File: src/rtl/p_pkg.sv
// -----------------------------------------------------------------------------
// p_pkg
// Shared definitions for the Poly1305 message path: block geometry, the
// formatter FSM state encoding and the layout of the 16-byte length block.
// The tag engine imports the same length-block offsets, so both sides agree
// on where len(AAD) and len(CT) sit inside the final block.
// -----------------------------------------------------------------------------
package p_pkg;

  // Block geometry: one Poly1305 block is 16 bytes, 128 bits.
  localparam int BLK_BYTES = 16;
  localparam int BLK_W     = 8 * BLK_BYTES;
  localparam int BLK_SHIFT = $clog2(BLK_BYTES);

  // Length block: little-endian 64-bit len(AAD) in the low half,
  // 64-bit len(CT) in the high half.
  localparam int LENBLK_FIELD_W = 64;
  localparam int LENBLK_AAD_LSB = 0;
  localparam int LENBLK_CT_LSB  = 64;

  typedef enum logic [2:0] {
    ST_IDLE,   // waiting for i_start
    ST_LOAD,   // fetching block 0 into the buffer
    ST_START,  // presenting block 0 with the tag-engine start pulse
    ST_PREF,   // prefetching the next block into the buffer
    ST_WAITR,  // buffer full, waiting for a block request
    ST_DONE    // every block issued; one cycle before IDLE
  } fmt_state_e;

  // Assemble the trailing length block from the two (zero-extended) lengths.
  function automatic logic [BLK_W-1:0] len_block(
    input logic [LENBLK_FIELD_W-1:0] len_aad,
    input logic [LENBLK_FIELD_W-1:0] len_ct
  );
    logic [BLK_W-1:0] blk;
    blk = '0;
    blk[LENBLK_AAD_LSB +: LENBLK_FIELD_W] = len_aad;
    blk[LENBLK_CT_LSB  +: LENBLK_FIELD_W] = len_ct;
    return blk;
  endfunction

endpackage

File: src/rtl/p_pad_mask.sv
// -----------------------------------------------------------------------------
// p_pad_mask
// Byte-enable mask for one 128-bit word of a segment. Inside a segment every
// byte is kept; in the segment's last word only bytes below rem_bytes survive,
// the rest become the zero padding up to the 16-byte boundary.
// Purely combinational.
//
// Ports
//   rem_bytes  in   5    bytes still owed in the segment, clamped to 16
//   is_last    in   1    this word is the last word of the segment
//   mask       out  128  0xFF for kept bytes, 0x00 for padding bytes
// -----------------------------------------------------------------------------
module p_pad_mask
  import p_pkg::*;
(
  input  logic [4:0]       rem_bytes,
  input  logic             is_last,
  output logic [BLK_W-1:0] mask
);

  // NOTE: every output of an always_comb gets a default before any
  // conditional assignment, so no path can leave it unassigned and infer a latch.
  always_comb begin
    mask = '0;
    for (int i = 0; i < BLK_BYTES; i++) begin
      // rem_bytes == 16 on a last word keeps all bytes: no padding needed.
      if (!is_last || (5'(i) < rem_bytes)) begin
        mask[8*i +: 8] = 8'hFF;
      end
    end
  end

endmodule

File: src/rtl/p_msg_fmt.sv
// -----------------------------------------------------------------------------
// p_msg_fmt
// Poly1305 message formatter for the RFC 8439 AEAD construction. Takes AAD and
// then ciphertext as 128-bit little-endian words, zero-pads each segment to a
// 16-byte boundary, appends the length block and feeds the tag engine one
// block per request. Block 0 goes out with o_tag_start; every later block goes
// out with o_en_msg, one cycle after the engine's i_rqst_msg. The next block is
// prefetched into a single buffer, and a request that arrives before the
// buffer is full is remembered in a pending flag, so requests are never lost.
//
// Ports
//   i_clk        in   1      clock, rising edge
//   i_rst        in   1      synchronous active-high reset
//   i_start      in   1      begin a message; lengths sampled this cycle
//   i_len_aad    in   LEN_W  AAD length in bytes
//   i_len_ct     in   LEN_W  ciphertext length in bytes
//   i_data       in   128    input word, byte 0 at [7:0]
//   i_data_vld   in   1      i_data valid
//   o_data_rdy   out  1      word accepted when i_data_vld && o_data_rdy
//   i_rqst_msg   in   1      tag engine requests the next block (pulse)
//   o_tag_start  out  1      tag engine start pulse; o_msg holds block 0
//   o_len_msg    out  LEN_W  padded message length in bytes, incl. length block
//   o_msg        out  128    current formatted block
//   o_en_msg     out  1      pulse: o_msg holds the requested block
//   o_busy       out  1      message in progress
// -----------------------------------------------------------------------------
module p_msg_fmt
  import p_pkg::*;
#(
  parameter int LEN_W = 32
) (
  input  logic             i_clk,
  input  logic             i_rst,
  input  logic             i_start,
  input  logic [LEN_W-1:0] i_len_aad,
  input  logic [LEN_W-1:0] i_len_ct,
  input  logic [BLK_W-1:0] i_data,
  input  logic             i_data_vld,
  output logic             o_data_rdy,
  input  logic             i_rqst_msg,
  output logic             o_tag_start,
  output logic [LEN_W-1:0] o_len_msg,
  output logic [BLK_W-1:0] o_msg,
  output logic             o_en_msg,
  output logic             o_busy
);

  // Number of 16-byte blocks a segment of len bytes occupies.
  function automatic logic [LEN_W-1:0] n_blocks(input logic [LEN_W-1:0] len);
    return (len + LEN_W'(BLK_BYTES - 1)) >> BLK_SHIFT;
  endfunction

  fmt_state_e       state_q, state_d;
  logic [LEN_W-1:0] len_aad_q, len_ct_q;  // lengths for the length block
  logic [LEN_W-1:0] aad_rem_q, ct_rem_q;  // bytes not yet accepted per segment
  logic [LEN_W-1:0] blk_left_q;           // blocks not yet issued
  logic [BLK_W-1:0] buf_q;                // prefetched block
  logic             pend_q;               // request seen before buffer was full

  logic [LEN_W-1:0] start_blks;
  logic             aad_owed, word_owed;
  logic [LEN_W-1:0] cur_rem;
  logic             is_last;
  logic [4:0]       take;
  logic [BLK_W-1:0] pad_mask;
  logic             fill_slot, fill_now;
  logic [BLK_W-1:0] fill_blk;
  logic             serve;

  // ---------------------------------------------------------------------------
  // Block source: AAD words first, then CT words, then the length block.
  // ---------------------------------------------------------------------------
  assign start_blks = n_blocks(i_len_aad) + n_blocks(i_len_ct) + LEN_W'(1);

  assign aad_owed  = (aad_rem_q != '0);
  assign word_owed = aad_owed || (ct_rem_q != '0);
  assign cur_rem   = aad_owed ? aad_rem_q : ct_rem_q;
  assign is_last   = (cur_rem <= LEN_W'(BLK_BYTES));
  assign take      = is_last ? cur_rem[4:0] : 5'(BLK_BYTES);

  p_pad_mask u_pad_mask (
    .rem_bytes (take),
    .is_last   (is_last),
    .mask      (pad_mask)
  );

  // The buffer can be (re)filled while loading block 0, or while prefetching
  // as long as blocks remain to be issued.
  assign fill_slot  = (state_q == ST_LOAD) ||
                      ((state_q == ST_PREF) && (blk_left_q != '0));
  assign o_data_rdy = fill_slot && word_owed;
  // Once both segments are drained the length block needs no handshake.
  assign fill_now   = fill_slot && (!word_owed || i_data_vld);
  assign fill_blk   = word_owed ? (i_data & pad_mask)
                                : len_block(LENBLK_FIELD_W'(len_aad_q),
                                            LENBLK_FIELD_W'(len_ct_q));

  assign serve  = (state_q == ST_WAITR) && (i_rqst_msg || pend_q);
  assign o_busy = (state_q != ST_IDLE) && (state_q != ST_DONE);

  // ---------------------------------------------------------------------------
  // FSM next state
  // ---------------------------------------------------------------------------
  always_comb begin
    state_d = state_q;
    unique case (state_q)
      ST_IDLE:  if (i_start) state_d = ST_LOAD;
      ST_LOAD:  if (fill_now) state_d = ST_START;
      ST_START: state_d = ST_PREF;
      ST_PREF: begin
        if (blk_left_q == '0) begin
          state_d = ST_DONE;
        end else if (fill_now) begin
          state_d = ST_WAITR;
        end
      end
      ST_WAITR: if (serve) state_d = ST_PREF;
      ST_DONE:  state_d = ST_IDLE;
      default:  state_d = ST_IDLE;
    endcase
  end

  // ---------------------------------------------------------------------------
  // State, counters and registered outputs
  // ---------------------------------------------------------------------------
  // NOTE: sequential state uses non-blocking assignments only, so every
  // register samples pre-edge values regardless of statement order.
  always_ff @(posedge i_clk) begin
    if (i_rst) begin
      state_q     <= ST_IDLE;
      len_aad_q   <= '0;
      len_ct_q    <= '0;
      aad_rem_q   <= '0;
      ct_rem_q    <= '0;
      blk_left_q  <= '0;
      pend_q      <= 1'b0;
      o_tag_start <= 1'b0;
      o_en_msg    <= 1'b0;
      o_msg       <= '0;
      o_len_msg   <= '0;
    end else begin
      state_q     <= state_d;
      o_tag_start <= 1'b0;
      o_en_msg    <= 1'b0;

      unique case (state_q)
        ST_IDLE: begin
          if (i_start) begin
            len_aad_q  <= i_len_aad;
            len_ct_q   <= i_len_ct;
            aad_rem_q  <= i_len_aad;
            ct_rem_q   <= i_len_ct;
            blk_left_q <= start_blks;
            o_len_msg  <= start_blks << BLK_SHIFT;
          end
        end
        ST_START: begin
          o_tag_start <= 1'b1;
          o_msg       <= buf_q;
          blk_left_q  <= blk_left_q - LEN_W'(1);
        end
        ST_WAITR: begin
          if (serve) begin
            o_en_msg   <= 1'b1;
            o_msg      <= buf_q;
            blk_left_q <= blk_left_q - LEN_W'(1);
          end
        end
        default: ;
      endcase

      // Retire the bytes of an accepted data word from its segment.
      if (fill_now && word_owed) begin
        if (aad_owed) begin
          aad_rem_q <= aad_rem_q - LEN_W'(take);
        end else begin
          ct_rem_q <= ct_rem_q - LEN_W'(take);
        end
      end

      // Serving a pending request in WAITR consumes it; a request arriving in
      // that same cycle becomes the next pending one. Outside a message
      // (including after the last block) requests are dropped.
      if (state_q == ST_WAITR) begin
        pend_q <= pend_q && i_rqst_msg;
      end else if (o_busy) begin
        pend_q <= pend_q || i_rqst_msg;
      end else begin
        pend_q <= 1'b0;
      end
    end
  end

  // NOTE: the block buffer is pure datapath and is always written before it is
  // read, so it carries no reset; o_msg, which is observable, is reset instead.
  always_ff @(posedge i_clk) begin
    if (fill_now) begin
      buf_q <= fill_blk;
    end
  end

endmodule
File: config.mk
export PLATFORM = sky130hd
export DESIGN_NAME = p_msg_fmt
export DESIGN_NICKNAME = d
export VERILOG_FILES = /design/src/rtl/p_pkg.sv /design/src/rtl/p_pad_mask.sv /design/src/rtl/p_msg_fmt.sv
export SDC_FILE = /design/constraint.sdc
export NUM_CORES = 1
export LEC_CHECK = 0
export CORE_MARGIN = 4
export CORE_UTILIZATION = 40
export CTS_BUF_LIST = sky130_fd_sc_hd__clkbuf_2
export DETAILED_ROUTE_END_ITERATION = 8
export GPL_TIMING_DRIVEN = 0
export PLACE_DENSITY = 0.7
export SLEW_MARGIN = 25
export SYNTH_ARGS = -nofsm -noshare
export SYNTH_HDL_FRONTEND = slang
export SYNTH_SLANG_ARGS = --single-unit
File: constraint.sdc
create_clock -name i_clk -period 15.4 [get_ports i_clk]
set_input_delay 4.62 -clock i_clk [delete_from_list [all_inputs] [get_ports i_clk]]
set_output_delay 4.62 -clock i_clk [all_outputs]
set_load 0.01 [all_outputs]
==> metrics, run 1 <==
placed cell areas 25200 um2; TritonCTS clock tree built; aggregate routed wire length 74300 um; PwrDens 131 nW/um2; DP HPWL 57000 um; post_cts resized 0; Die Width 236 um; reg2reg path depth 16; Setup Buffers After CTS 0; clk buf depth 3; first-pass GRT wire length 111000 um; DR pass1 iterations 5; Crit path arrival time 4.40 ns; total CTS buffers 116; Final Critical Period 9.02 ns; Setup crit start kind register; clk root buf clkbuf_2; status finished, final reports clean; Non-Filler Instances 3618; routability congestion estimate 0.940; die area 55500 um2; largest family of logic cells by synthesized area simple AND/OR/NAND/NOR gates; Tcrit/Tclk final 0.586; worst slew pin tran 1.06 ns; xor/xnor share of the synthesized area 0.0338; P_leak 9.54 nW; EDFF count, synth 128; placed cell count 3394; H-tree levels 3; Synth top area share 0.311; Starting Density 0.404; clk_skew 0.124 ns; initial antenna violation count 8; vias post-DR 20000; clock sink count 450; Final nets 3072; final instance area 26300 um2; port bufs 355; final hold viol count 0; reg2reg setup slack 9.27 ns; Max Slew Vio Count 0; number of global-route vias before repair 19300; fillers 4867; hold_sp o_len_msg[29]; Worst Path Required 10.78 ns; core area 51300 um2; Crit Reg-Reg Startpoint ct_rem_q[15]; Site Rows 83; cells after synthesis 2354; DR vias/cell 5.52; Worst Hold Class reg -> reg; Avg Inst Size Synth 8.80 um2; total track usage 0.254; DRT antenna net count 0; Setup TNS Final 0 ns; post-synthesis sequential area ratio 0.496; YS warnings 0; Post-Synth Simple-Gate Area 0.222; Synth Area in Compound Gates 0.175; drt initial violations 1760; fin worst setup slack 6.38 ns; WL/cell 20.5 um; Yosys reg bits 450; Yosys cell types 82; Most used DFF post-synth dfxtp_1; Critical R2R Capture ct_rem_q[27]; Synth Cell Area 20700 um2; Hold Path Stages 2; adder-cell area share of the yosys netlist 0.0270; FFs w/ async S/R, synth 0; P&R area growth vs syn 27.1%; final setup fails 0; remaining routing DRC violations 0; grt ovf 0; die height 236 um; largest area contributor in the netlist dfxtp_1; Reg clk slew, reported paths 0.10 ns; max-cap violation count 0; CTS Hold Bufs 0; Slew HR 0.294; largest net degree at the start of global routing 52; Top Ports 361; Worst VDD drop 68.9 uV; RSZ-0062 raised after global routing no; share of cells above drive strength 1 0.0812; Place WS 5.87 ns; ranking of synthesized cells by area dfxtp_1, edfxtp_1, nand2_1; CP max FO 8; post-synthesis mux area share 0.0141; Worst setup EP type output pin; WS Path Type reg -> out; maximum clock frequency 111 MHz; Hold Path Sink o_len_msg[29]; Worst-Skew Late Latency 1.16 ns
[per-stage QoR]
stage,hold slack (ns),utilization,power (mW)
finish,0.446,0.513,3.44
global route,0.476,0.513,3.63
CTS,0.450,0.513,3.44
detailed placement,0.434,0.491,2.59
global placement,0.434,0.490,2.56
floorplan,0.433,-,2.12
[state kept, by name, summed over array words and instances, names as in the netlist, 3 cells and up]
signal,flops
aad_rem_q,32
len_aad_q,32
o_len_msg,28
len_ct_q,32
buf_q,128
state_q,3
blk_left_q,32
o_msg,128
ct_rem_q,32
[area by class of cell]
cell class | count | area, um2 | area share
flip-flops and latches | 450 | 10300 | 0.391
well taps | 680 | 851 | 0.0323
clock inverters | 47 | 255 | 0.00969
plain buffers | 132 | 522 | 0.0198
repair buffers | 357 | 3610 | 0.137
clock buffers | 171 | 856 | 0.0325
multi-input cells | 1738 | 9800 | 0.372
inverters | 37 | 139 | 0.00527
diodes | 6 | 15.0 | 0.000570
[kinds of logic after synthesis]
kind of cell | Yosys count
buffers and inverters | 169
other | 1
AOI/OAI and AO/OA | 590
muxes | 28
and+or+nand+nor | 993
adders and majority gates | 43
xor gates and xnor gates | 80
DFF | 450
[cell usage after synthesis (all sizes together) (12+ instances only)]
cell	n
a211oi	15
mux2i	19
o211ai	26
or4	14
a31oi	45
and3	33
nand4	29
nand3	46
clkbuf	107
and2	38
nand2	524
nor4	26
nor2b	28
ha	40
a22o	42
xnor2	59
buf	25
and4	12
nor2	121
dfxtp	322
xor2	21
nor3	52
inv	37
o21ai	75
a21oi	290
or3	27
edfxtp	128
or2	15
[layer usage]
| layer | part of all wire | vias to the layer above | routed length, um | GRT usage |
|---|---|---|---|---|
| met5 | 0.00036 | - | 27 | 0 |
| li1 | - | 9423 | - | - |
| met2 | 0.46 | 957 | 34000 | 0.407 |
| met4 | 0.038 | 4 | 2810 | 0.110 |
| met3 | 0.081 | 164 | 6040 | 0.0508 |
| met1 | 0.42 | 9428 | 31400 | 0.337 |
[worst max-delay path by stage]
stage	from	endpoint	depth (start not counted)
finish	blk_left_q[4]	o_data_rdy	8
global route	blk_left_q[4]	o_data_rdy	8
CTS	blk_left_q[4]	o_data_rdy	8
detailed placement	i_len_aad[1]	blk_left_q[26]	18
global placement	i_data_vld	buf_q[108]	2
floorplan	i_len_aad[0]	blk_left_q[26]	17
[cells in the final DEF, fill, tap and decap left out, drive strengths merged, types with 28 or more instances in the layout]
| master | n |
|---|---|
| clkbuf | 278 |
| nor2 | 121 |
| a21oi | 290 |
| a22o | 42 |
| nand3 | 46 |
| edfxtp | 128 |
| nand2 | 524 |
| ha | 40 |
| and2 | 38 |
| clkdlybuf4s50 | 355 |
| xnor2 | 59 |
| nor3 | 52 |
| o21ai | 75 |
| inv | 39 |
| a31oi | 45 |
| clkinv | 43 |
| dfxtp | 322 |
| nand4 | 29 |
| nor2b | 28 |
| and3 | 33 |
[critical path, cell delays in order (launching register included)]
cell,delay (ns)
dfxtp_1,0.37
or4_1,0.52
clkbuf_1,0.21
or3_1,0.40
clkbuf_1,0.21
o31a_1,0.49
o21ai_1,0.50
inv_1,0.09
clkdlybuf4s50_1,0.51
[where the power goes]
group          internal [mW]  switching [mW]
logic                  0.405           0.680
registers               1.39           0.115
clock network          0.338           0.516
total                   2.13            1.31
No activity file was read; power rests on OpenSTA's default activity.
==> run 2, diff against run 1 <==
==> constraint.sdc (replaced) <==
create_clock -name i_clk -period 9.1 [get_ports i_clk]
set_input_delay 2.73 -clock i_clk [delete_from_list [all_inputs] [get_ports i_clk]]
set_output_delay 2.73 -clock i_clk [all_outputs]
set_load 0.01 [all_outputs]
==> results of run 2 <==
Same layout as run 1 (identical final DEF). Status: finished, final reports clean.
Among the figures that moved: setup slack after placement 5.87 ns -> 1.46 ns; setup slack after layout 6.38 ns -> 1.97 ns; register-to-register setup slack 9.27 ns -> 2.97 ns; total power 3.44 mW -> 5.82 mW; worst IR drop on VDD 68.9 uV -> 117 uV
==> run 3, diff against run 2 <==
==> constraint.sdc (replaced) <==
create_clock -name i_clk -period 6.85 [get_ports i_clk]
set_input_delay 2.055 -clock i_clk [delete_from_list [all_inputs] [get_ports i_clk]]
set_output_delay 2.055 -clock i_clk [all_outputs]
set_load 0.01 [all_outputs]
==> results of run 3 <==
Same layout as run 1 (identical final DEF). Status: finished, final reports clean.
Among the figures that moved: setup slack after placement 5.87 ns -> -0.116 ns; setup slack after layout 6.38 ns -> 0.393 ns; register-to-register setup slack 9.27 ns -> 0.72 ns; total power 3.44 mW -> 7.73 mW; worst IR drop on VDD 68.9 uV -> 155 uV
